<file path="src/rtl/hazard_scoreboard_if.sv">
// rtl/hazard_scoreboard_if.sv - decode-stage instruction/stall bundle for hazard_scoreboard
interface hazard_scoreboard_if #(
  parameter int CNT_W = 16
);
  logic [31:0]      instr_in;
  logic             instr_valid;
  logic             flush;
  logic             stall_out;
  logic [CNT_W-1:0] stall_count;

  modport master (
    output instr_in, instr_valid, flush,
    input  stall_out, stall_count
  );

  modport slave (
    input  instr_in, instr_valid, flush,
    output stall_out, stall_count
  );
endinterface

</file>
<file path="src/rtl/hazard_scoreboard.sv">
// rtl/hazard_scoreboard.sv - decode RAW hazard scoreboard with stall counter; HAZARD_FWD_EN limits stalls to load-use
module hazard_scoreboard #(
  parameter int DEPTH = 3,
  parameter int WIN   = 2,
  parameter int CNT_W = 16
) (
  input logic             clk,
  input logic             reset,
  hazard_scoreboard_if.slave bus
);
  logic [5:0] opcode;
  logic [4:0] rs, rt, rd;
  logic       reads_rs, reads_rt, writes, is_load;
  logic [4:0] dest;
  logic       unused_funct;

  logic [DEPTH-1:0] e_valid;
  logic [DEPTH-1:0] e_load;
  logic [4:0]       e_dest [DEPTH];
  logic [CNT_W-1:0] count;

  logic hit_rs, hit_rt, stall, accept;

  assign opcode       = bus.instr_in[31:26];
  assign rs           = bus.instr_in[25:21];
  assign rt           = bus.instr_in[20:16];
  assign rd           = bus.instr_in[15:11];
  assign unused_funct = ^bus.instr_in[10:0];

  always_comb begin
    reads_rs = 1'b0;
    reads_rt = 1'b0;
    writes   = 1'b0;
    is_load  = 1'b0;
    dest     = 5'd0;
    casez (opcode)
      6'b001???: begin reads_rs = 1'b1; writes = 1'b1; dest = rt; end
      6'b100???: begin reads_rs = 1'b1; writes = 1'b1; dest = rt; is_load = 1'b1; end
      6'b101???: begin reads_rs = 1'b1; reads_rt = 1'b1; end
      6'b00010?: begin reads_rs = 1'b1; reads_rt = 1'b1; end
      6'b00011?: reads_rs = 1'b1;
      6'b000001: reads_rs = 1'b1;
      6'b000000: begin reads_rs = 1'b1; reads_rt = 1'b1; writes = 1'b1; dest = rd; end
      6'b000011: begin writes = 1'b1; dest = 5'd31; end
      default: ;
    endcase
  end

`ifdef HAZARD_FWD_EN
  // EX/MEM forwarding covers ALU results; only a load one slot ahead can't be bypassed
  always_comb begin
    hit_rs = (rs != 5'd0) && e_valid[0] && e_load[0] && (e_dest[0] == rs);
    hit_rt = (rt != 5'd0) && e_valid[0] && e_load[0] && (e_dest[0] == rt);
  end
`else
  always_comb begin
    hit_rs = 1'b0;
    hit_rt = 1'b0;
    for (int i = 0; i < WIN; i++) begin
      if (e_valid[i] && (e_dest[i] == rs)) hit_rs = 1'b1;
      if (e_valid[i] && (e_dest[i] == rt)) hit_rt = 1'b1;
    end
    if (rs == 5'd0) hit_rs = 1'b0;
    if (rt == 5'd0) hit_rt = 1'b0;
  end
`endif

  assign stall  = bus.instr_valid & ~bus.flush & ((reads_rs & hit_rs) | (reads_rt & hit_rt));
  assign accept = bus.instr_valid & ~bus.flush & ~stall;

  assign bus.stall_out   = stall;
  assign bus.stall_count = count;

  always_ff @(posedge clk or posedge reset) begin
    if (reset) begin
      e_valid <= '0;
      e_load  <= '0;
      for (int i = 0; i < DEPTH; i++) e_dest[i] <= 5'd0;
      count   <= '0;
    end else begin
      // a zero destination goes in as a bubble so $0 can never be matched
      e_valid <= bus.flush ? '0 : {e_valid[DEPTH-2:0], accept & writes & (dest != 5'd0)};
      e_load  <= {e_load[DEPTH-2:0], accept & is_load};
      e_dest[0] <= dest;
      for (int i = 1; i < DEPTH; i++) e_dest[i] <= e_dest[i-1];
      if (stall && (count != {CNT_W{1'b1}})) count <= count + CNT_W'(1);
    end
  end
endmodule

</file>
<file path="src/flat_wrapper.sv">
// flat-port wrapper written by rule: the top's interface ports become plain ports
module hazard_scoreboard_flat 
#(
  parameter int DEPTH = 3,
  parameter int WIN   = 2,
  parameter int CNT_W = 16
)
  (clk, reset, bus_instr_in, bus_instr_valid, bus_flush, bus_stall_out, bus_stall_count);
  hazard_scoreboard_if #(.CNT_W(CNT_W)) bus_i ();
  input logic clk;
  input logic reset;
  input wire logic [$bits(bus_i.instr_in)-1:0] bus_instr_in;
  input wire logic [$bits(bus_i.instr_valid)-1:0] bus_instr_valid;
  input wire logic [$bits(bus_i.flush)-1:0] bus_flush;
  output wire logic [$bits(bus_i.stall_out)-1:0] bus_stall_out;
  output wire logic [$bits(bus_i.stall_count)-1:0] bus_stall_count;
  assign bus_i.instr_in = bus_instr_in;
  assign bus_i.instr_valid = bus_instr_valid;
  assign bus_i.flush = bus_flush;
  assign bus_stall_out = bus_i.stall_out;
  assign bus_stall_count = bus_i.stall_count;
  hazard_scoreboard #(.DEPTH(DEPTH), .WIN(WIN), .CNT_W(CNT_W)) u_core (.clk(clk), .reset(reset), .bus(bus_i));
endmodule
</file>
<file path="config.mk">
export PLATFORM = sky130hd
export DESIGN_NAME = hazard_scoreboard_flat
export DESIGN_NICKNAME = d
export VERILOG_FILES = /design/src/rtl/hazard_scoreboard_if.sv /design/src/rtl/hazard_scoreboard.sv /design/src/flat_wrapper.sv
export SDC_FILE = /design/constraint.sdc
export NUM_CORES = 1
export LEC_CHECK = 0
export CAP_MARGIN = 20
export CORE_AREA = 2 2 61 63
export DETAILED_ROUTE_END_ITERATION = 8
export DIE_AREA = 0 0 63 65
export GPL_ROUTABILITY_DRIVEN = 0
export PLACE_DENSITY = 0.87
export SLEW_MARGIN = 20
export SYNTH_ARGS = -nofsm -noshare
export SYNTH_HDL_FRONTEND = slang
export SYNTH_SLANG_ARGS = --single-unit
export TNS_END_PERCENT = 5
</file>
<file path="constraint.sdc">
create_clock -name clk -period 4.5 [get_ports clk]
set_clock_uncertainty 0.05 [all_clocks]
set_input_delay 0.45 -clock clk [delete_from_list [all_inputs] [get_ports clk]]
set_output_delay 0.45 -clock clk [all_outputs]
set_load 0.02 [all_outputs]
</file>
# == Yosys cells after proc, flatten, opt, wreduce, memory -nomap -nowiden ==
# Cells that the tools add are included.
# word_totals
register_bits,28
in_bits,36
output_inout_bits,17
# op_classes
addsub,1
n_reduce_logical,13
bitwise_logic,10
mux,11
eq_ne,12
# op_table
op,count
5-bit equality test,4
"16-bit by 1-bit adder with 16-bit output, second input constant",1
"16-bit inequality test, second input constant",1
5-bit case mux with 3 select lines,1
"5-bit by 2-bit equality test with 1-bit output, second input constant",2
5-bit logical NOT,2
1-bit two-way mux,9
1-bit AND,7
7-bit OR reduction,1
"3-bit equality test, second input constant",2
"6-bit by 1-bit equality test with 1-bit output, second input constant",1
"6-bit by 2-bit equality test with 1-bit output, second input constant",1
6-bit logical NOT,1
1-bit logical AND,5
5-bit nonzero test,1
4-bit OR reduction,1
"3-bit by 1-bit equality test with 1-bit output, second input constant",1
3-bit OR reduction,1
2-bit two-way mux,1
1-bit NOT,2
2-bit OR reduction,1
1-bit bitwise OR,1

# == Logic depth before layout (Yosys ltp) ==
# Gate-level depths: netlist (run 1).
# depth
ltp_word,13
mapped_depth,8
ltp_nobuf,7

# == Worst setup path before layout (run 1) ==
# OpenSTA, ideal clock, no wires.
# synth_path
path_type,register to register
from,"reg u_core.count[0], in the netlist u_core.bus.stall_count[0]"
to,"reg u_core.count[1], in the netlist u_core.bus.stall_count[1]"
required_time_ns,4.323
setup_time_ns,0.127
path_slack_ns,2.200
t_arrival_ns,2.122
stages_incl_launch_ff,8
path_buffers,1
path_cell_list,dfrtp_1 ha_1 and3_1 nand4_2 or3_1 clkbuf_1 and2b_2 mux2_1
# synth_between
elab_chain_cells,2
word_cells_on_any_way,3
cone_classes,1 x add/sub; 1 x eq/ne; 1 x reduce/logical
# synth_rtl
item,line,source
"start, declared",hazard_scoreboard.sv:20,logic [CNT_W-1:0] count;
"start signal, assigned",hazard_scoreboard.sv:86,if (stall && (count != {CNT_W{1'b1}})) count <= count + CNT_W'(1);
"parallel branches: the longest is 2 deep, another holds 16-bit by 1-bit adder with 16-bit output",-,
# Parallel ways; which one is timed is not known.
# A chain may end at the register's enable or synchronous reset.

# == Worst setup path in the final report (run 1) ==
# layout_path
from,in bus_instr_in[31]
to,out bus_stall_out
# layout_between
elab_chain_cells,6
word_cells_on_any_way,15
cone_classes,6 x eq/ne; 2 x mux; 4 x bitwise; 3 x reduce/logical
# layout_rtl
item,line,source
"start, declared",flat_wrapper.sv:12,input wire logic [$bits(bus_i.instr_in)-1:0] bus_instr_in;
"6-bit by 1-bit equality test with 1-bit output, or another cell as far along",hazard_scoreboard.sv:36,casez (opcode)
7-bit OR reduction (no line) or 3-bit OR reduction (tied branches),-,
1-bit two-way mux,hazard_scoreboard.sv:36,
1-bit AND,hazard_scoreboard.sv:68,assign stall = bus.instr_valid & ~bus.flush & ((reads_rs & hit_rs) | (reads_rt & hit_rt));
1-bit bitwise OR *,hazard_scoreboard.sv:68,
1-bit AND *,hazard_scoreboard.sv:68,
"end, declared",flat_wrapper.sv:15,output wire logic [$bits(bus_i.stall_out)-1:0] bus_stall_out;
# Mark *: on every way between the ends. The rest lies on a longest branch, timed or not.

==> summary by stage, run 1 <==
Status
The flow ran to the end, and the final reports show no timing, DRC or antenna violations.

Timing
Of the available clock period, the critical path in the final layout requires 0.749. Setup repair after global routing left no endpoint under its margin. The worst hold margin is 0.404 ns. Setup violations remaining at the end of the flow were counted as 0. The minimum clock period after layout is 3.37 ns. The count of endpoints failing hold in the final timing report is 0.

The setup TNS after final layout is 0 ns. The pin slew with the least headroom to its limit is 0.650 ns. The headroom to the max-slew limit is 0.567. The final max-slew violation count is 0. Based on the critical path, the design can be clocked at up to 297 MHz.

Global route
The leftover overflow at the end of global routing is 0. The number of antenna violations at the first check in global routing was 0. The largest net degree at the start of global routing is 29. In the global route stage, overall resource usage came out at 0.176.

The wire length of the first global-routing pass is 5630 um. The number of global-route vias before repair is 1,301.

Worst setup path
Walking the worst path, the cells encountered are clkdlybuf4s50_1, or4_4, a221oi_4, a32oi_4, inv_1, clkdlybuf4s50_1. The worst setup path is launched from a primary input. The minimum setup slack among reg-to-reg paths is 2.18 ns. The worst path buffer plus inverter count is 3. STA puts the critical path data required time at 4.00 ns.

The worst setup path is captured at an output pin. For the worst setup path, the data arrival time is 2.87 ns. Among the stages of the critical path, the cell type that occurs most often is clkdlybuf4s50_1. The critical path in this run is classified as in2out. Along the worst path, the maximum fanout reaches 16. The master of the slowest instance on the critical path is clkdlybuf4s50_1.

The cell family with the largest share of critical-path delay is buffers and inverters. The largest stage delay on the critical path is 0.61 ns.

Cells and area
For this run, the post-layout net count is 229. The core occupancy in the finished layout is 0.601. The number of antenna diodes in the final layout is 0. The total non-filler cell area in the finished layout is 2100 um2. In the final layout, the share of cells above drive strength 1 is 0.0995. The synthesis-to-layout area growth is 30.6%.

Logic synthesis
Synthesis inferred 28 register bits. After technology mapping, the gate count stands at 148. By area the synthesized netlist is led by dfrtp_1, xnor2_1, xor2_1. The number of warnings issued by yosys is 0. The count of different cell masters after synthesis is 36.

After synthesis the cells add up to 1610 um2. Synthesis produced a netlist with a net count of 185. The per-instance average area after synthesis is 10.9 um2. For this run, asynchronously set or reset flops after synthesis account for 1.00. The biggest area contributor in the post-synthesis netlist is dfrtp_1. The top-area cell type share of the netlist area is 0.435. For this run, the register share of the synthesized area comes to 0.435. For this run, the leading register cell type out of synthesis is dfrtp_1. Yosys mapped a number of flops with a built-in enable equal to 0.

Floorplan
The total area inside the core boundary comes to 3500 um2. The number of I/O pins is 53. Row generation in the floorplan step produced 22 rows.

The initial cell density of the core is 0.460. In this run the vertical extent of the chip is 65 um. The floorplan step defined a die boundary enclosing 4100 um2. The width of the die is 63 um.

Placed design
Buffers placed on the I/O ports in this run total 41. The placement-stage cell area is 2060 um2. Summed over all nets, the half-perimeter wirelength after detailed placement is 2680 um.

Route
The first TritonRoute pass finished after 4 iterations. For this block, the initial DRC count from the detailed router was 42. The final routed wire length divided by cell count is 14.4 um. The count of nets left with antenna violations once routing finished came out at 0.

The via count is 1,283. After detailed routing, the number of remaining DRC violations is 0. In the routed layout, each cell is associated on average with a via count of 5.37. Summed over all layers, the routed wires come to 3440 um.

Pwr
Power spread over the standard cell area amounts to 217 nW/um2. The total power of the final layout is 456 uW. The worst IR drop on VDD is 0.000127 V. The cell leakage power is 0.000849 uW.

Clocking
Clock tree synthesis selected as its root buffer the cell clkbuf_4. Clock latency on the worst-skew pair, taken at its later pin, is 0.33 ns. The maximum buffer depth of the clock tree is 2. The clock sink count is 28.

Once the clock tree was built, the resizer swapped 0 gates to a different size. Hold repair after CTS inserted 0 buffers. The TritonCTS clock tree is built. The number of levels in the clock H-tree is 1.

The number of buffers added by the clock tree synthesis step is 3. The post-CTS setup buffer count is 0. The CTS clock-pin slew for the worst setup and hold paths is 0.14 ns.

Job
The reported max-cap violation count is 0.

Hold path
The path type of the worst min-delay path is reg2reg.
[routing by layer]
| layer | global-route usage | share of wire | routed length (um) | vias to the layer above |
|---|---|---|---|---|
| met1 | 0.196 | 0.42 | 1430 | 629 |
| met4 | 0.0750 | 0.019 | 65 | 0 |
| met5 | 0 | 0 | 0 | - |
| met2 | 0.327 | 0.51 | 1770 | 33 |
| li1 | - | - | - | 614 |
| met3 | 0.0330 | 0.051 | 174 | 7 |
[cells by family after synthesis]
logic type,share of synthesized area
AND/OR/NAND/NOR,0.236
XOR/XNOR,0.185
flip-flops,0.435
AO/OA/AOI/OAI,0.0910
buffers and inverters,0.0233
multiplexers,0.0210
adder cells (fa/ha/maj),0.00777
[cells in the mapped netlist (all sizes together) (2+ instances only)]
library cell  instances
dfrtp                28
xnor2                25
nand2                14
nor2                 10
nor3                  9
xor2                  9
nand4                 7
inv                   6
a221o                 5
nand3                 4
mux2                  3
nor4                  3
nor4b                 3
a221oi                2
and2b                 2
nand2b                2
nor2b                 2
o22ai                 2
[report_power, final]
part / switching [uW] / internal (uW)
clock network: 71.2 / 49.5
logic: 30.6 / 40.0
registers: 6.52 / 258
[flip-flops by register name (all words and copies together), names as in the netlist]
signal and count:
u_core.bus.stall_count 16, u_core.e_dest 10, u_core.e_valid 2
[final timing paths]
path | startpoint | end | depth (start not counted)
max in group asynchronous | reset | u_core.e_dest[10]$_DFF_PP0_ | 2
hold reg to reg | u_core.e_dest[13]$_DFF_PP0_ | u_core.e_dest[8]$_DFF_PP0_ | 0
setup reg to reg | u_core.bus.stall_count[0]$_DFFE_PP0P_ | u_core.bus.stall_count[1]$_DFFE_PP0P_ | 6
hold / removal | u_core.e_dest[13]$_DFF_PP0_ | u_core.e_dest[8]$_DFF_PP0_ | 0
setup / recovery | bus_instr_in[31] | bus_stall_out | 6
min in group asynchronous | reset | u_core.e_dest[9]$_DFF_PP0_ | 2
[cell type report]
cell class              instances  area (um2)
clock buffers                   4        36.3
repair buffers                 41         410
flip-flops and latches         28         701
multi-input cells             112         871
well taps                      48        60.1
inverters                       6        22.5
fillers                       319        1400
[through the flow]
stage          setup slack [ns]  cells
2_1_floorplan              2.20    148
3_3_place_gp               1.17    235
3_5_place_dp               1.12    235
4_1_cts                    1.12    239
5_1_grt                    1.06    239
6_report                   1.13    239
[placed cells by master (no fill, tap or decap), drive strengths merged, types with 2 or more instances in the layout]
cell,Yosys,final
clkdlybuf4s50,0,41
dfrtp,28,28
xnor2,25,25
nand2,14,14
nor2,10,10
xor2,9,9
nor3,9,9
nand4,7,7
inv,6,6
a221o,5,5
nand3,4,4
clkbuf,1,4
mux2,3,3
nor4,3,3
nor4b,3,3
o22ai,2,2
nor2b,2,2
and2b,2,2
nand2b,2,2
a221oi,2,2
[worst register-to-register path, stage by stage, from the launching register on]
cell and delay (ns):
dfrtp_1 0.45, ha_1 0.19, and3_1 0.19, nand4_2 0.21, or3_1 0.55, and2b_2 0.27, mux2_1 0.31
No activity file was read; power rests on OpenSTA's default activity.
==> run 2: changes to the inputs <==
--- a/config.mk
+++ b/config.mk
@@ -6,11 +6,11 @@
 export NUM_CORES = 1
 export LEC_CHECK = 0
 export CAP_MARGIN = 20
-export CORE_AREA = 2 2 61 63
+export CORE_AREA = 2 2 63 65
 export DETAILED_ROUTE_END_ITERATION = 8
-export DIE_AREA = 0 0 63 65
+export DIE_AREA = 0 0 65 67
 export GPL_ROUTABILITY_DRIVEN = 0
-export PLACE_DENSITY = 0.87
+export PLACE_DENSITY = 0.82
 export SLEW_MARGIN = 20
 export SYNTH_ARGS = -nofsm -noshare
 export SYNTH_HDL_FRONTEND = slang
==> constraint.sdc (replaced) <==
create_clock -name clk -period 3.3 [get_ports clk]
set_clock_uncertainty 0.05 [all_clocks]
set_input_delay 0.33 -clock clk [delete_from_list [all_inputs] [get_ports clk]]
set_output_delay 0.33 -clock clk [all_outputs]
set_load 0.02 [all_outputs]
==> summary by stage, run 2 (same netlist as run 1, synthesis figures left out) <==
Floorplan
The initial cell density of the core is 0.446. The floorplan step set the die width to 65 um. Measured along the y axis, the die boundary spans 67 um. Row generation in the floorplan step produced 22 rows.

The core area is 3610 um2. The die area is 4360 um2. The number of I/O pins is 53.

Timing
The count of endpoints failing hold in the final timing report came to 0. Once routing completed, OpenROAD measured the worst setup slack at 0.329 ns. The minimum clock period after layout is 2.97 ns.

The share of the clock period used by the worst path after layout is 0.900. For the pin with the worst max-slew slack, the measured transition is 0.628 ns. Setup total negative slack on the finished layout was measured at 0 ns. Setup repair after global routing left no endpoint under its margin. The final max-slew violation count is 0.

The worst pin sits at a relative slew slack of 0.578. Derived from the worst setup path, the maximum achievable clock frequency is 337 MHz. The number of setup violations in the final report is 0. The worst hold margin is 0.370 ns.

Clocking
The number of levels in the clock H-tree is 1. For this design, the CTS-stage hold fixing added 0 buffers. The TritonCTS clock tree is built. The clock tree root buffer cell is clkbuf_8. Counting the buffers created by CTS gives 3. The number of gates resized after CTS was 0.

Clock-pin slew was measured on the worst setup and hold paths at 0.09 ns. The clock sink count is 28. The clock insertion delay at the later pin of the skew report is 0.28 ns. The maximum buffer depth of the clock tree is 2. Post-CTS timing repair inserted 0 buffers for setup.

Worst setup path
The worst setup path is of the in2out kind. The cell with the most instances on the worst path is clkdlybuf4s50_1. The sort of element at the end of the critical path is an output pin. The cell family with the largest share of critical-path delay is buffers and inverters. Among all stages on the critical path, the largest delay is contributed by clkdlybuf4s50_1.

The largest driver fanout on the critical path is 8. On the worst path, the slowest cell contributes a delay of 0.60 ns. Walking the worst path, the cells encountered are clkdlybuf4s50_1, or4_4, a221oi_4, a32oi_4, inv_1, clkdlybuf4s50_1.

At the worst endpoint, the arrival time is 2.59 ns. For the worst setup path, the data required time is 2.92 ns. The launching element type of the critical path is a primary input. The worst path buffer plus inverter count is 3.

Cells and area
The most common cell after layout, fill and taps aside is clkdlybuf4s50_1. The library cells used most frequently in the layout, excluding fill and tap cells, are clkdlybuf4s50_1, dfrtp_1, xnor2_1. The synthesis-to-layout area growth is 32.2%. With fillers left out, the area of the finished cells amounts to 2130 um2. The register with the most flip-flops in the layout has 16 of them. The ratio of cells with drive above 1 in the final layout is 0.104. For this run, the number of standard cells in the final layout without fillers is 240. The post-layout net count is 230. 0 antenna diodes ended up in the layout.

Global route
Entering global routing, the biggest net connects 29 pins. The leftover overflow at the end of global routing is 0. The number of global-route vias before repair is 1,244. Across every metal layer, demand over resource in global routing totals 0.166. The number of antenna violations at the first check in global routing is 0. The first global-routing pass estimated 5580 um of wire.

Pwr
The clock network fraction of design power is 0.317. Of the total power, combinational logic draws 0.144. The switching power total is 155 uW.

The areal power density over the cells is 314 nW/um2. The analysis attributes to cell leakage a power of 0.000861 uW. The worst-case IR drop observed on VDD is 0.000159 V. Of the total power, the share spent switching nets is 0.232.

The design internal power is 513 uW. The share of total power dissipated in sequential elements is 0.539.

Placed design
The HPWL after detailed placement is 2590 um. The worst-case setup slack after placement is 0.309 ns. In this run, placement finished with an instance count of 236.

In this run the tool buffered the top-level ports with 41 buffer cells. The placement-stage cell area is 2070 um2.

Route
The final routed wire length divided by cell count is 13.4 um. For this block, the initial DRC count from the detailed router was 51. The via count is 1,243. The post-detailed-route via-to-cell ratio is 5.18. After detailed routing, the total wire length is 3220 um.

The number of detailed-route iterations in the first pass is 4. The count of nets left with antenna violations once routing finished came out at 0. The residual DRC count is 0.

Hold path
In this run the worst hold path is classified as in2async.

Status
The flow ran to the end, and the final reports show no timing, DRC or antenna violations.

Job
Across the run, the number of max-cap violations was 0.
## run 2: changes by cell type in the layout (fill, tap and decap cells not counted), sizes merged
cell  change
buf       +1
## run 2: final timing paths
check / startpoint / end / slack, ns / cells past startpoint
min in group clk: u_core.e_dest[11]$_DFF_PP0_ / u_core.e_dest[6]$_DFF_PP0_ / 0.39 / 0
hold / removal: reset / u_core.e_valid[1]$_DFF_PP0_ / 0.37 / 2
hold reg to reg: u_core.e_dest[11]$_DFF_PP0_ / u_core.e_dest[6]$_DFF_PP0_ / 0.39 / 0
setup / recovery: bus_instr_in[31] / bus_stall_out / 0.33 / 6
setup reg to reg: u_core.bus.stall_count[0]$_DFFE_PP0P_ / u_core.bus.stall_count[1]$_DFFE_PP0P_ / 0.97 / 6
max in group asynchronous: reset / u_core.e_dest[8]$_DFF_PP0_ / 2.46 / 2
## run 2: power by group through the flow
stage	clock network, uW	logic (uW)	registers [uW]
6_report	212	96.1	360
5_1_grt	229	106	361
4_1_cts	215	97.1	360
3_5_place_dp	0	96.5	367
3_3_place_gp	0	95.1	366
2_1_floorplan	0	48.7	366
## run 2: layout make-up
class / instances / area [um2]
clock buffers: 4 / 55.1
multi-input cells: 112 / 871
inverters: 6 / 22.5
well taps: 48 / 60.1
repair buffers: 42 / 418
flip-flops and latches: 28 / 701
fillers: 314 / 1480
## run 2: metrics by stage
step / utilization / total power, uW
finish: 0.590 / 668
global placement: 0.575 / 461
detailed placement: 0.575 / 463
global route: 0.590 / 697
floorplan: - / 415
CTS: 0.590 / 672
## run 2: routing by layer
layer  vias to the layer above  GRT usage  share of wire
met2                        29      0.267           0.46
met5                         -          0              0
met1                       594      0.230           0.49
met3                         6     0.0118          0.030
li1                        614          -              -
met4                         0     0.0745          0.020
==> run 3: changes to the inputs <==
--- a/config.mk
+++ b/config.mk
@@ -10,7 +10,7 @@
 export DETAILED_ROUTE_END_ITERATION = 8
 export DIE_AREA = 0 0 65 67
 export GPL_ROUTABILITY_DRIVEN = 0
-export PLACE_DENSITY = 0.82
+export PLACE_DENSITY_LB_ADDON = 0.2
 export SLEW_MARGIN = 20
 export SYNTH_ARGS = -nofsm -noshare
 export SYNTH_HDL_FRONTEND = slang
==> constraint.sdc (replaced) <==
create_clock -name clk -period 3.2 [get_ports clk]
set_clock_uncertainty 0.05 [all_clocks]
set_input_delay 0.32 -clock clk [delete_from_list [all_inputs] [get_ports clk]]
set_output_delay 0.32 -clock clk [all_outputs]
set_load 0.02 [all_outputs]
==> summary by stage, run 3 (same netlist as run 1, synthesis figures left out) <==
Status
The flow ran to the end, and the final reports show no timing, DRC or antenna violations.

Worst setup path
The category of the most critical setup path is in2out. The arrival time at the worst endpoint is 2.50 ns. The largest stage delay on the critical path is 0.59 ns.

The slowest stage of the critical path belongs to the cell clkdlybuf4s50_1. The required time of the worst setup path is 2.83 ns. By instance count, the cell type seen most on the critical path is clkdlybuf4s50_1.

The launching element type of the critical path is a primary input. In this run the worst path has a maximum fanout of 4. In this design, the largest share of critical-path delay is due to buffers and inverters.

The sort of element at the end of the critical path is an output pin. The worst path buffer plus inverter count is 3. The signal on the critical path passes through clkdlybuf4s50_1, or4_4, a221oi_4, a32oi_4, inv_1, clkdlybuf4s50_1.

Global route
The number of global-route vias before repair is 1,305. The number of antenna violations at the first check in global routing is 0. The leftover overflow at the end of global routing is 0. The first global-routing pass estimated 5950 um of wire. The overall fraction of global-route tracks in use is 0.181.

Entering global routing, the biggest net connects 29 pins.

Route
The final routed wire length divided by cell count is 14.4 um. The via count is 1,211. After detailed routing, the total wire length is 3440 um.

The count of antenna-violating nets left after detailed routing is 0. For this block, the initial DRC count from the detailed router was 38. The first detailed-routing pass ran for 4 iterations. The residual DRC count is 0.

Using the TritonRoute via totals, the vias-per-cell ratio works out to 5.07.

Timing
The count of endpoints failing hold in the final timing report is 0. The final max-slew violation count is 0. The headroom to the max-slew limit is 0.541. Summed over all failing endpoints, the final setup total negative slack is 0 ns.

For the pin with the worst max-slew slack, the measured transition is 0.683 ns. The minimum clock period after layout is 2.87 ns. Dividing the final minimum period by the clock period gives 0.898. Setup repair after global routing left no endpoint under its margin. The fmax is 348 MHz.

The worst hold margin is 0.382 ns. Setup violations remaining at the end of the flow were counted as 0.

Clocking
The clock insertion delay at the later pin of the skew report is 0.27 ns. TritonCTS built the clock tree. Counting along the longest clock path gives a buffer depth of 2. The post-cts hold buffer count is 0. The post-CTS setup buffer count is 0. CTS saw 28 sinks. The clock tree root buffer cell is clkbuf_8. The number of clock buffers added by TritonCTS is 3. In this run the number of H-tree levels came out at 1.

Gates resized during post-CTS repair numbered 0. After clock tree synthesis, the clock-pin slew on the worst setup and hold paths is 0.09 ns.

Cells and area
In the layout the commonest cells are clkdlybuf4s50_1, dfrtp_1, xnor2_1. The most common cell after layout, fill and taps aside is clkdlybuf4s50_1. The ratio of cells with drive above 1 in the final layout is 0.0995. The synthesis-to-layout area growth is 31.3%. The count of inserted antenna diode cells is 0. The number of flip-flops in the largest register is 16. Leaving out filler cells and counting taps, the final layout contains 239. The post-layout net count is 230. The filler cells instantiated in the layout total 304.

Pwr
Summed over all cells, the static leakage comes to 0.000854 uW. Power spread over the standard cell area amounts to 311 nW/um2. The worst IR drop on VDD is 0.000173 V.

Floorplan
The number of I/O pins is 53. The die covers 4360 um2. The overall die height is 67 um.

For this configuration, the core starts out at a cell density of 0.446. The region available for standard cell placement spans 3610 um2. The die is 65 um wide. The row count is 22.

Hold path
The path type of the worst min-delay path is in2async.

Job
The reported max-cap violation count is 0.

Placed design
Detailed placement finished with a half-perimeter wire length of 2670 um. The number of input and output port buffers inserted is 41. After detailed placement, the design holds a cell count of 236.
## run 3: path summary, 6_finish.rpt
check,start,end,slack [ns],depth (start not counted)
max,bus_instr_in[31],bus_stall_out,0.33,6
min,reset,u_core.bus.stall_count[8]$_DFFE_PP0P_,0.38,2
max reg2reg,u_core.e_dest[9]$_DFF_PP0_,u_core.bus.stall_count[14]$_DFFE_PP0P_,0.86,7
min reg2reg,u_core.e_dest[14]$_DFF_PP0_,u_core.e_dest[9]$_DFF_PP0_,0.39,0
max in group asynchronous,reset,u_core.bus.stall_count[2]$_DFFE_PP0P_,2.33,2
min in group clk,u_core.e_dest[14]$_DFF_PP0_,u_core.e_dest[9]$_DFF_PP0_,0.39,0
## run 3: layout make-up
class	instances	area [um2]	area share
multi-input cells	112	871	0.412
flip-flops and latches	28	701	0.332
repair buffers	42	418	0.198
well taps	48	60.1	0.0284
clock buffers	3	41.3	0.0195
inverters	6	22.5	0.0107
## run 3: power breakdown
group          internal [uW]  total [uW]  switching (uW)  leakage (uW)
combinational           56.2        99.0            42.7      0.000468
sequential               362         371            8.80      0.000364
clock                   84.5         187             103     0.0000216
total                    503         657             154      0.000854
## run 3: routing by layer
layer | track usage | vias to the layer above | part of all wire
met1 | 0.231 | 566 | 0.45
met5 | 0 | - | 0
li1 | - | 611 | -
met4 | 0.0691 | 0 | 0.016
met2 | 0.311 | 28 | 0.49
met3 | 0.0236 | 6 | 0.037
## run 3: metrics by stage
stage / instance area [um2] / setup slack, ns / power [uW] / utilization
after floorplan: 1610 / 0.900 / 428 / -
after global placement: 2070 / 0.295 / 476 / 0.575
after detailed placement: 2070 / 0.302 / 478 / 0.575
after CTS: 2110 / 0.321 / 668 / 0.586
after global routing: 2110 / 0.261 / 692 / 0.586
final: 2110 / 0.327 / 657 / 0.586
